$ cat config.mk
export PLATFORM = sky130hd
export DESIGN_NAME = riscv_lsu_flat
export DESIGN_NICKNAME = d
export VERILOG_FILES = /design/src/rtl/riscv_lsu_if.sv /design/src/rtl/riscv_lsu.sv /design/src/flat_wrapper.sv
export SDC_FILE = /design/constraint.sdc
export NUM_CORES = 1
export LEC_CHECK = 0
export CAP_MARGIN = 0
export CORE_ASPECT_RATIO = 1.2
export CORE_UTILIZATION = 43
export DETAILED_ROUTE_END_ITERATION = 10
export PLACE_DENSITY = 0.85
export SYNTH_ARGS = -nofsm -noshare
export SYNTH_HDL_FRONTEND = slang
export SYNTH_SLANG_ARGS = --single-unit
$ cat constraint.sdc
create_clock -name clk -period 2.1 [get_ports clk]
set_input_delay 0.42 -clock clk [delete_from_list [all_inputs] [get_ports clk]]
set_output_delay 0.42 -clock clk [all_outputs]
set_load 0.01 [all_outputs]
$ cat src/rtl/riscv_lsu_if.sv
// Load/store unit bus bundle.
// Carries the M-stage request side and the memory side.
interface riscv_lsu_if #(
  parameter int XLEN = 32
) ();
  localparam int NB = XLEN / 8;

  logic            req_valid;
  logic            req_write;
  logic [2:0]      funct3;
  logic [XLEN-1:0] addr;
  logic [XLEN-1:0] wdata;
  logic            stall;
  logic            done;
  logic [XLEN-1:0] rdata;
  logic            fault;

  logic            mem_req;
  logic            mem_we;
  logic [NB-1:0]   mem_be;
  logic [XLEN-1:0] mem_addr;
  logic [XLEN-1:0] mem_wdata;
  logic            mem_ack;
  logic [XLEN-1:0] mem_rdata;

  modport slave (
    input  req_valid, req_write, funct3,
    input  addr, wdata, mem_ack, mem_rdata,
    output stall, done, rdata, fault,
    output mem_req, mem_we, mem_be,
    output mem_addr, mem_wdata
  );

  modport master (
    output req_valid, req_write, funct3,
    output addr, wdata, mem_ack, mem_rdata,
    input  stall, done, rdata, fault,
    input  mem_req, mem_we, mem_be,
    input  mem_addr, mem_wdata
  );
endinterface

$ cat src/rtl/riscv_lsu.sv
// Load/store unit: M-stage access sequencer.
// Aligns stores onto byte lanes, extends loads, stalls pipeline.
module riscv_lsu #(
  parameter  int XLEN = 32,
  localparam int NB   = XLEN / 8
) (
  input logic clk,
  input logic reset,
  riscv_lsu_if.slave bus
);
  localparam int OFFW = $clog2(NB);

  typedef enum logic [1:0] {
    IDLE = 2'd0,
    BUSY = 2'd1,
    DONE = 2'd2
  } state_e;

  state_e          state_q, state_d;
  logic [OFFW-1:0] off_q, off_d;
  logic [2:0]      f3_q, f3_d;
  logic            mem_req_q, mem_req_d;
  logic            mem_we_q, mem_we_d;
  logic [NB-1:0]   mem_be_q, mem_be_d;
  logic [XLEN-1:0] mem_addr_q, mem_addr_d;
  logic [XLEN-1:0] mem_wdata_q, mem_wdata_d;
  logic [XLEN-1:0] rdata_q, rdata_d;

  logic            legal;
  logic [NB-1:0]   be_mask;
  logic [OFFW-1:0] al_mask;
  logic [OFFW-1:0] off;
  logic            bad;
  logic            accept;
  logic [XLEN-1:0] sh;
  logic [XLEN-1:0] ext;

  assign off = bus.addr[OFFW-1:0];

  // Decode access width into lane mask and alignment mask.
  always_comb begin
    legal   = 1'b1;
    be_mask = '0;
    al_mask = '0;
    unique case (bus.funct3)
      3'b000, 3'b100: begin
        be_mask = NB'(1);
        al_mask = '0;
      end
      3'b001, 3'b101: begin
        be_mask = NB'(3);
        al_mask = OFFW'(1);
      end
      3'b010: begin
        be_mask = NB'(15);
        al_mask = OFFW'(3);
      end
      3'b110: begin
        legal   = (XLEN == 64);
        be_mask = NB'(15);
        al_mask = OFFW'(3);
      end
      3'b011: begin
        legal   = (XLEN == 64);
        be_mask = '1;
        al_mask = OFFW'(7);
      end
      default: begin
        legal = 1'b0;
      end
    endcase
  end

  assign bad    = !legal | (|(off & al_mask));
  assign accept = (state_q == IDLE) & bus.req_valid & !bad;

  // Right-align the read word and extend from the access width.
  always_comb begin
    sh  = bus.mem_rdata >> {off_q, 3'b000};
    ext = sh;
    unique case (f3_q)
      3'b000:  ext = XLEN'($signed(sh << (XLEN - 8)) >>> (XLEN - 8));
      3'b100:  ext = (sh << (XLEN - 8)) >> (XLEN - 8);
      3'b001:  ext = XLEN'($signed(sh << (XLEN - 16)) >>> (XLEN - 16));
      3'b101:  ext = (sh << (XLEN - 16)) >> (XLEN - 16);
      3'b010:  ext = XLEN'($signed(sh << (XLEN - 32)) >>> (XLEN - 32));
      3'b110:  ext = (sh << (XLEN - 32)) >> (XLEN - 32);
      default: ext = sh;
    endcase
  end

  // Next-state and registered bus outputs.
  always_comb begin
    state_d     = state_q;
    off_d       = off_q;
    f3_d        = f3_q;
    mem_req_d   = mem_req_q;
    mem_we_d    = mem_we_q;
    mem_be_d    = mem_be_q;
    mem_addr_d  = mem_addr_q;
    mem_wdata_d = mem_wdata_q;
    rdata_d     = rdata_q;
    unique case (state_q)
      IDLE: begin
        if (accept) begin
          state_d     = BUSY;
          off_d       = off;
          f3_d        = bus.funct3;
          mem_req_d   = 1'b1;
          mem_we_d    = bus.req_write;
          mem_be_d    = be_mask << off;
          mem_addr_d  = {bus.addr[XLEN-1:OFFW], {OFFW{1'b0}}};
          mem_wdata_d = bus.wdata << {off, 3'b000};
        end
      end
      BUSY: begin
        if (bus.mem_ack) begin
          state_d   = DONE;
          mem_req_d = 1'b0;
          mem_we_d  = 1'b0;
          if (!mem_we_q) rdata_d = ext;
        end
      end
      DONE: begin
        state_d = IDLE;
      end
      default: begin
        state_d = IDLE;
      end
    endcase
  end

  // State registers; reset wins over a same-cycle mem_ack.
  always_ff @(posedge clk) begin
    if (reset) begin
      state_q     <= IDLE;
      off_q       <= '0;
      f3_q        <= '0;
      mem_req_q   <= 1'b0;
      mem_we_q    <= 1'b0;
      mem_be_q    <= '0;
      mem_addr_q  <= '0;
      mem_wdata_q <= '0;
      rdata_q     <= '0;
    end else begin
      state_q     <= state_d;
      off_q       <= off_d;
      f3_q        <= f3_d;
      mem_req_q   <= mem_req_d;
      mem_we_q    <= mem_we_d;
      mem_be_q    <= mem_be_d;
      mem_addr_q  <= mem_addr_d;
      mem_wdata_q <= mem_wdata_d;
      rdata_q     <= rdata_d;
    end
  end

  assign bus.fault     = (state_q == IDLE) & bus.req_valid & bad;
  assign bus.stall     = accept | (state_q == BUSY);
  assign bus.done      = (state_q == DONE);
  assign bus.rdata     = rdata_q;
  assign bus.mem_req   = mem_req_q;
  assign bus.mem_we    = mem_we_q;
  assign bus.mem_be    = mem_be_q;
  assign bus.mem_addr  = mem_addr_q;
  assign bus.mem_wdata = mem_wdata_q;
endmodule

$ cat src/flat_wrapper.sv
// flat-port wrapper written by rule: the top's interface ports become plain ports
module riscv_lsu_flat 
#(
  parameter  int XLEN = 32,
  localparam int NB   = XLEN / 8
)
  (clk, reset, bus_req_valid, bus_req_write, bus_funct3, bus_addr, bus_wdata, bus_mem_ack, bus_mem_rdata, bus_stall, bus_done, bus_rdata, bus_fault, bus_mem_req, bus_mem_we, bus_mem_be, bus_mem_addr, bus_mem_wdata);
  riscv_lsu_if #(.XLEN(XLEN)) bus_i ();
  input logic clk;
  input logic reset;
  input wire logic [$bits(bus_i.req_valid)-1:0] bus_req_valid;
  input wire logic [$bits(bus_i.req_write)-1:0] bus_req_write;
  input wire logic [$bits(bus_i.funct3)-1:0] bus_funct3;
  input wire logic [$bits(bus_i.addr)-1:0] bus_addr;
  input wire logic [$bits(bus_i.wdata)-1:0] bus_wdata;
  input wire logic [$bits(bus_i.mem_ack)-1:0] bus_mem_ack;
  input wire logic [$bits(bus_i.mem_rdata)-1:0] bus_mem_rdata;
  output wire logic [$bits(bus_i.stall)-1:0] bus_stall;
  output wire logic [$bits(bus_i.done)-1:0] bus_done;
  output wire logic [$bits(bus_i.rdata)-1:0] bus_rdata;
  output wire logic [$bits(bus_i.fault)-1:0] bus_fault;
  output wire logic [$bits(bus_i.mem_req)-1:0] bus_mem_req;
  output wire logic [$bits(bus_i.mem_we)-1:0] bus_mem_we;
  output wire logic [$bits(bus_i.mem_be)-1:0] bus_mem_be;
  output wire logic [$bits(bus_i.mem_addr)-1:0] bus_mem_addr;
  output wire logic [$bits(bus_i.mem_wdata)-1:0] bus_mem_wdata;
  assign bus_i.req_valid = bus_req_valid;
  assign bus_i.req_write = bus_req_write;
  assign bus_i.funct3 = bus_funct3;
  assign bus_i.addr = bus_addr;
  assign bus_i.wdata = bus_wdata;
  assign bus_i.mem_ack = bus_mem_ack;
  assign bus_i.mem_rdata = bus_mem_rdata;
  assign bus_stall = bus_i.stall;
  assign bus_done = bus_i.done;
  assign bus_rdata = bus_i.rdata;
  assign bus_fault = bus_i.fault;
  assign bus_mem_req = bus_i.mem_req;
  assign bus_mem_we = bus_i.mem_we;
  assign bus_mem_be = bus_i.mem_be;
  assign bus_mem_addr = bus_i.mem_addr;
  assign bus_mem_wdata = bus_i.mem_wdata;
  riscv_lsu #(.XLEN(XLEN)) u_core (.clk(clk), .reset(reset), .bus(bus_i));
endmodule
==> flow_summary.ini, run 1 <==
[logic_synthesis]
ys.flop_type = dfxtp_1
synth.avg_cell_area_um2 = 8.50
async_flop_share_pct = 0
ys_seq_area_share_pct = 43.4
synth.distinct_cells = 40
ys_ff_latch = 107
synth-edff-count = 0
synth_area_um2 = 4940
ys_warn_count = 0
syn_inst = 581

[worst_setup_path]
slowest_stage = clkdlybuf4s50_1
critical_path_class = in2out
reg2regPathDepth = 5
end_kind = output pin
path_cells = clkdlybuf4s50_1, a21oi_2, buf_4, nor3_1, clkdlybuf4s15_2
r2r-start = u_core.state_q[1]
start_kind = input pin
critical_path_arrival_ns = 1.59
timing.critical_path.from = bus_funct3[1]
cp-endpoint = bus_fault
r2r_slack_ns = 0.25
cp.required_ns = 1.68
cpPeakStageDelay_ns = 0.50
worstPathMaxFanout = 3
r2r_end = u_core.bus.mem_wdata[5]

[clock_tree]
clk_latency_ns = 0.34
numCtsBuffers = 9
clock_path_buffers = 2
cts-htree-levels = 3
cts_tree = yes
cts_root_buf = clkbuf_16
cts_hold_buffers = 0
cts_sinks = 107
clkTransAtPathRegs_ns = 0.07

[power]
leakage_nw = 2.64
finalPower_mw = 5.06
p_per_area_nw_per_um2 = 673
ir_worst_vdd_mv = 0.441

[final_layout]
layout-drive-gt1-share_pct = 11.4
final_cell_area_um2 = 7520
nFillCells = 875
layout_common_cells = clkdlybuf4s50_1 (198), nand2_1 (141), dfxtp_1 (107), a21oi_1 (72), nor2_1 (47)
final_net_count = 880
fin_cells = 935
diodes = 0
area_delta_synth_final_pct = 52.3
final_common_cell = clkdlybuf4s50_1

[die]
fp-row-count = 42
initial_core_util_pct = 44.5
fp.dieH_um = 119
die_area_um2 = 11900
die_x_um = 99.8
io_pins = 209
core_um2 = 11100

[routing]
drt-pass1-iter-count = 6
vias = 4972
drc_errors = 0
post_drt_wl_per_cell_um = 16.5
drtIter0Drc = 234
wl_um = 15500
ant_nets = 0
vias_per_cell = 5.32

[global_routing]
antenna_found_initial = 0
grt_pass1_wl_um = 24000
grt_pass1_vias = 4930
grt_max_degree = 66
gr-usage-all-layers_pct = 25.6
gr-total-overflow = 0

[placement]
pre_cts_slack_ns = -0.500
dp_hpwl_um = 11500
place_congestion = 0.881
dpl-instance-area_um2 = 7150
port_buffers = 206
placedCellCount = 918

[sta]
slew_headroom_pct = 59.8
setup_violations = 0
fmax_mhz = 498
rsz0062_at_grt = no
fin_skew_ns = 0.00614
min_period_ns = 2.01
period_share_pct = 95.7
worstMarginPinSlew_ns = 0.601
hold_viol_final = 0
setup_ws_ns = 0.0908
slew_violations = 0
fin_tns_setup_ns = 0

[run]
drv_cap = 0

[run_status]
status = completed

[worst_hold_path]
worstHoldStart = u_core.bus.mem_wdata[7]
hold_path_class = reg2reg
## per-layer routing
layer | vias to the layer above | routed length, um | track usage, % | share of wire (%)
li1 | 2392 | - | - | -
met4 | 0 | 465 | 12.4 | 3.0
met2 | 218 | 7820 | 45.0 | 51
met3 | 37 | 1190 | 5.40 | 7.7
met5 | - | 0 | 0 | 0
met1 | 2325 | 6000 | 29.2 | 39
## synth_stat cells (9+ instances only)
| library cell | count | area (um2) |
|---|---|---|
| o211ai_1 | 16 | 120 |
| nand2_1 | 141 | 529 |
| a21oi_1 | 72 | 360 |
| mux2_2 | 15 | 169 |
| a211oi_2 | 15 | 188 |
| nor2_1 | 47 | 176 |
| buf_2 | 17 | 85.1 |
| a211oi_1 | 9 | 67.6 |
| dfxtp_1 | 107 | 2140 |
| nor3_1 | 10 | 50.1 |
| nand3_1 | 11 | 55.1 |
| clkbuf_1 | 19 | 71.3 |
| mux2i_1 | 34 | 340 |
## power breakdown
part | switching, mW | total (mW) | internal [mW]
registers | 0.0547 | 2.17 | 2.12
clock network | 0.759 | 1.93 | 1.17
logic | 0.444 | 0.957 | 0.513
total | 1.26 | 5.06 | 3.80
## worst min-delay path by stage
| stage | cells after the start | to |
|---|---|---|
| 6_report | 2 | u_core.bus.mem_wdata[7] |
| 5_1_grt | 2 | u_core.bus.mem_addr[28] |
| 4_1_cts | 2 | u_core.bus.mem_wdata[7] |
| 3_5_place_dp | 2 | u_core.bus.mem_wdata[7] |
| 3_3_place_gp | 2 | u_core.bus.mem_be[2] |
| 2_1_floorplan | 2 | u_core.f3_q[2] |
## flip-flops by register name, summed over array words and instances (netlist names)
register and count:
u_core.bus.rdata 32, u_core.bus.mem_we 1, u_core.off_q 2, u_core.f3_q 3, u_core.bus.mem_addr 30, u_core.bus.mem_be 4
u_core.bus.mem_wdata 32, u_core.bus.mem_req 1, u_core.state_q 2
## cell type report
class	count	area, um2	area share, %
flip-flops and latches	107	2140	28.5
well taps	154	193	2.56
multi-input cells	424	2510	33.4
repair buffers	233	2330	31.0
clock buffers	10	229	3.05
inverters	1	3.75	0.0499
clock inverters	6	114	1.51
## timing repair
action | in CTS | in global routing
endpoints found under the setup margin | 24 | 24
setup buffers | 1 | 0
pin swaps | 1 | 2
gates resized for setup | 13 | 5
## kinds of logic after synthesis
logic type / Yosys count / share of synthesized area, %
mux: 50 / 10.8
compound gates: 138 / 19.6
flops: 107 / 43.4
other cells: 1 / 0.0760
buf+inv: 51 / 5.90
simple gates: 234 / 20.3
## worst max-delay path: cells and delay by family
| kind | cells | cell delay, ns |
|---|---|---|
| simple gates | 1 | 0.20 |
| buf+inv | 3 | 0.92 |
| compound gates | 1 | 0.05 |
## through the flow
stage	utilization [%]	hold slack [ns]
finish	67.8	0.455
global route	67.8	0.473
CTS	67.7	0.457
detailed placement	64.5	0.447
global placement	64.5	0.440
floorplan	-	0.444
No activity file was read; power rests on OpenSTA's default activity.
==> run 2: changes to the inputs <==
Settings changed: CORE_UTILIZATION 43 to 46, CTS_CLUSTER_DIAMETER set to 30, PLACE_DENSITY 0.85 to 0.9.
Clock period 2.1 ns to 2.4 ns, I/O delays scaled along.
==> run 2 against run 1 <==
  * Power shrank 16%
  * Register-to-register slack better by 0.20 ns
  * Setup slack better by 0.065 ns
  * Die area shrank 6.4%
  * Clock power down 21%
  * Sequential cell count stayed put
  * Routed wire length shrank 0.81%
  * Via count is 0.91% higher
  * Global-route usage increased by 1.7 points
  * Critical endpoint is now bus_stall
==> flow_summary.ini, run 2 (synthesized netlist as in run 1, its figures left out) <==
[final_layout]
nFillCells = 826
area_delta_synth_final_pct = 49.3
layout-drive-gt1-share_pct = 11.2
diodes = 0
final_core_util_pct = 70.4
layout_common_cells = clkdlybuf4s50_1 (201), nand2_1 (141), dfxtp_1 (107), a21oi_1 (72), nor2_1 (47)
final_common_cell = clkdlybuf4s50_1
final_net_count = 879

[clock_tree]
cts_tree = yes
clock_path_buffers = 2
clkTransAtPathRegs_ns = 0.07
postCtsSetupBuffers = 0
clk_latency_ns = 0.33
cts-htree-levels = 3
cts_root_buf = clkbuf_16
numCtsBuffers = 9
cts_hold_buffers = 0
cts_sinks = 107

[worst_hold_path]
worstHoldStart = u_core.bus.rdata[6]
hold_path_class = reg2reg

[sta]
fmax_mhz = 446
hold_viol_final = 0
fin_skew_ns = 0.00646
period_share_pct = 93.5
setup_ws_ns = 0.156
rsz0062_at_grt = no
slew_headroom_pct = 55.3
fin_tns_setup_ns = 0
setup_violations = 0
slew_violations = 0
min_period_ns = 2.24
worstMarginPinSlew_ns = 0.670

[routing]
drt-pass1-iter-count = 5
post_drt_wl_per_cell_um = 16.9
drc_errors = 0
wl_um = 15300
drtIter0Drc = 241
ant_nets = 0
vias = 5017
vias_per_cell = 5.54

[worst_setup_path]
worstPathMaxFanout = 2
start_kind = input pin
cpPeakStageDelay_ns = 0.45
slowest_stage = clkdlybuf4s50_1
crit_buf_inv = 2
end_kind = output pin
timing.critical_path.from = bus_req_valid
path_cells = clkdlybuf4s50_1, or3b_4, o21ba_4, or2_2, clkbuf_2
critical_path_arrival_ns = 1.76
critical_path.top_delay_family = buffers and inverters
cp.required_ns = 1.92
critical_path_class = in2out
r2r-start = u_core.state_q[1]

[global_routing]
grt_pass1_wl_um = 23600
grt_pass1_vias = 4948
gr-usage-all-layers_pct = 27.3
antenna_found_initial = 0
grt_max_degree = 66
gr-total-overflow = 0

[run_status]
status = completed

[power]
pwr-share-clk_pct = 36.0
p_per_area_nw_per_um2 = 579
ir_worst_vdd_mv = 0.498
p_comb_share_pct = 19.3
power.switching_mw = 1.05
swShare_pct = 24.5
internal-power_mw = 3.22
seqPwrFrac_pct = 44.7
leakage_nw = 2.58

[die]
io_pins = 209
fp.dieH_um = 115
core_um2 = 10500
initial_core_util_pct = 47.2
die_area_um2 = 11200
die_x_um = 96.6
fp-row-count = 41

[placement]
port_buffers = 206
dp_hpwl_um = 11500
place_congestion = 0.914
pre_cts_slack_ns = -0.283

[run]
drv_cap = 0
## run 2: cell count changes in the layout (fill, tap and decap cells not counted), sizes merged
cell	before	now
buf	29	28
bufinv	3	2
clkbuf	10	12
clkdlybuf4s15	1	0
clkdlybuf4s50	198	201
clkinvlp	2	0
dlygate4sd2	2	1
dlymetal6s2s	3	0
## run 2: stage by stage
stage	total power [mW]	cell area [um2]	hold slack, ns	cells
2_1_floorplan	2.33	4940	0.444	582
3_3_place_gp	2.74	7080	0.441	893
3_5_place_dp	2.77	7080	0.446	893
4_1_cts	4.29	7380	0.455	906
5_1_grt	4.45	7370	0.476	906
6_report	4.26	7370	0.453	906
## run 2: timing repair
item | in CTS | in global routing
endpoints found under the hold margin | 0 | 0
resized for setup | 4 | 4
pin swaps | 0 | 0
endpoints found under the setup margin | 2 | 2
## run 2: path summary, 6_finish.rpt
kind | end | slack (ns) | cells after the start
worst max register to register | u_core.bus.mem_be[3] | 0.45 | 5
worst min-delay path | u_core.bus.rdata[6] | 0.45 | 2
worst min register to register | u_core.bus.rdata[6] | 0.45 | 2
worst max-delay path | bus_stall | 0.16 | 5
## run 2: power groups by stage
stage / logic [mW] / clock network (mW) / registers (mW)
after floorplan: 0.361 / 0 / 1.97
final: 0.824 / 1.53 / 1.91
after global placement: 0.798 / 0 / 1.94
after global routing: 0.884 / 1.65 / 1.91
after detailed placement: 0.821 / 0 / 1.95
after CTS: 0.824 / 1.56 / 1.91
## run 2: layout make-up
class / count / area (um2) / share of cell area [%]
clock inverter: 3 / 65.1 / 0.883
multi-input combinational: 424 / 2510 / 34.0
inverter: 1 / 3.75 / 0.0509
timing repair buffer: 232 / 2250 / 30.5
tap: 129 / 161 / 2.19
clock buffer: 10 / 239 / 3.24
sequential: 107 / 2140 / 29.1
## run 2: worst min-delay path: stages (launching register included)
cell,delay (ns)
dfxtp_1,0.31
nand2_1,0.05
a21oi_1,0.05
## run 2: metal layers
| layer | vias to the layer above | GRT usage [%] | wire length (um) |
|---|---|---|---|
| met5 | - | 0 | 0 |
| met4 | 0 | 14.0 | 628 |
| met3 | 45 | 7.55 | 1250 |
| met2 | 232 | 47.9 | 7740 |
| met1 | 2351 | 29.6 | 5720 |
| li1 | 2389 | - | - |
==> run 3: changes to the inputs <==
Settings changed: CORE_ASPECT_RATIO 1.2 to 0.75.
==> run 3 against run 2 <==
  * First-iteration DRC count up 50%
  * Via count fell by 1.3%
  * Critical endpoint is now bus_fault
  * Clock-buffer cell count did not move
  * Global-route usage down 0.78 points
  * Sequential share of layout area decreased by 0.20 points
  * Sequential cell count unchanged
  * Die area about the same
  * Final cell count rose by 1.1%
  * Sequential power is essentially flat
  * Clock skew is 0.00065 ns higher
==> flow_summary.ini, run 3 (synthesized netlist as in run 1, its figures left out) <==
[worst_setup_path]
start_kind = input pin
worstPathMaxFanout = 2
critical_path_class = in2out
cp.required_ns = 1.92
critical_path_arrival_ns = 1.87
end_kind = output pin

[sta]
setup_violations = 0
worstMarginPinSlew_ns = 0.719
slew_headroom_pct = 51.9
fmax_mhz = 426
hold_viol_final = 0
rsz0062_at_grt = no
min_period_ns = 2.35
timing.hold.ws_ns = 0.455
slew_violations = 0
period_share_pct = 97.7
fin_skew_ns = 0.00711

[global_routing]
gr-usage-all-layers_pct = 26.5
gr-total-overflow = 0
antenna_found_initial = 0
grt_max_degree = 66
grt_pass1_wl_um = 23300
grt_pass1_vias = 4762

[clock_tree]
cts_hold_buffers = 0
cts_root_buf = clkbuf_16
postCtsSetupBuffers = 0
clkTransAtPathRegs_ns = 0.07
clock_path_buffers = 2
cts-htree-levels = 3
ctsResizeCount = 4
cts_sinks = 107
numCtsBuffers = 9
cts_tree = yes
clk_latency_ns = 0.34

[final_layout]
fin_cells = 916
layout_common_cells = clkdlybuf4s50_1 (201), nand2_1 (141), dfxtp_1 (107), a21oi_1 (72), nor2_1 (47)
final_net_count = 880
final_common_cell = clkdlybuf4s50_1
diodes = 0
area_delta_synth_final_pct = 50.3
layout-drive-gt1-share_pct = 11.3

[routing]
drt-pass1-iter-count = 5
wl_um = 14900
ant_nets = 0
drc_errors = 0
vias_per_cell = 5.41
post_drt_wl_per_cell_um = 16.3
drtIter0Drc = 361
vias = 4952

[worst_hold_path]
hold_path_class = reg2reg

[placement]
placedCellCount = 901
port_buffers = 206
dp_hpwl_um = 11300
place_congestion = 0.920

[die]
die_area_um2 = 11200
fp-row-count = 32
core_um2 = 10400
fp.dieH_um = 91.7
initial_core_util_pct = 47.6
die_x_um = 122
io_pins = 209

[power]
leakage_nw = 2.59
p_per_area_nw_per_um2 = 583
ir_worst_vdd_mv = 0.432

[run_status]
status = completed

[run]
drv_cap = 0
[run 3: cell count changes in the layout (fill, tap and decap cells not counted), sizes merged]
cell and delta:
clkdlybuf4s15 +1, dlygate4sd2 +2, clkbuf -2, clkinv -1
inv +2, clkinvlp +1
[run 3: critical path: stages]
cell,delay [ns]
clkdlybuf4s50_1,0.44
or3b_4,0.38
buf_4,0.15
nor3_1,0.12
dlygate4sd2_1,0.29
[run 3: final timing paths]
check	from	to	slack, ns	cells past startpoint
worst max register to register	u_core.state_q[1]	u_core.bus.mem_be[3]	0.38	5
worst min-delay path	u_core.bus.mem_addr[16]	u_core.bus.mem_addr[16]	0.46	2
worst max-delay path	bus_req_valid	bus_fault	0.05	5
worst min register to register	u_core.bus.mem_addr[16]	u_core.bus.mem_addr[16]	0.46	2
[run 3: power breakdown]
part	internal, mW	switching (mW)
logic	0.441	0.387
registers	1.85	0.0494
clock network	0.945	0.646
[run 3: layer usage]
layer  GRT usage (%)  wire, um  vias to the layer above
met3            7.21      1170                       32
met4            9.26       376                        0
met1            32.7      6230                     2318
li1                -         -                     2386
met2            44.2      7170                      216
met5               0         0                        -
[run 3: metrics by stage]
step / setup WS [ns] / power (mW) / cell area [um2] / utilization, % / setup TNS [ns]
3_3_place_gp: -0.249 / 2.74 / 7100 / 68.4 / -6.62
4_1_cts: 0.0224 / 4.34 / 7420 / 71.5 / 0
6_report: 0.0546 / 4.32 / 7420 / 71.6 / 0
3_5_place_dp: -0.257 / 2.77 / 7100 / 68.4 / -10.19
2_1_floorplan: 0.587 / 2.33 / 4940 / - / 0
5_1_grt: 0.0203 / 4.49 / 7420 / 71.6 / 0
[run 3: layout make-up]
class,instances,area [um2]
Fill cell,744,2950
Multi-Input combinational cell,424,2510
Timing Repair Buffer,233,2270
Sequential cell,107,2140
Clock buffer,10,239
Tap cell,136,170
Clock inverter,5,85.1
Inverter,1,3.75
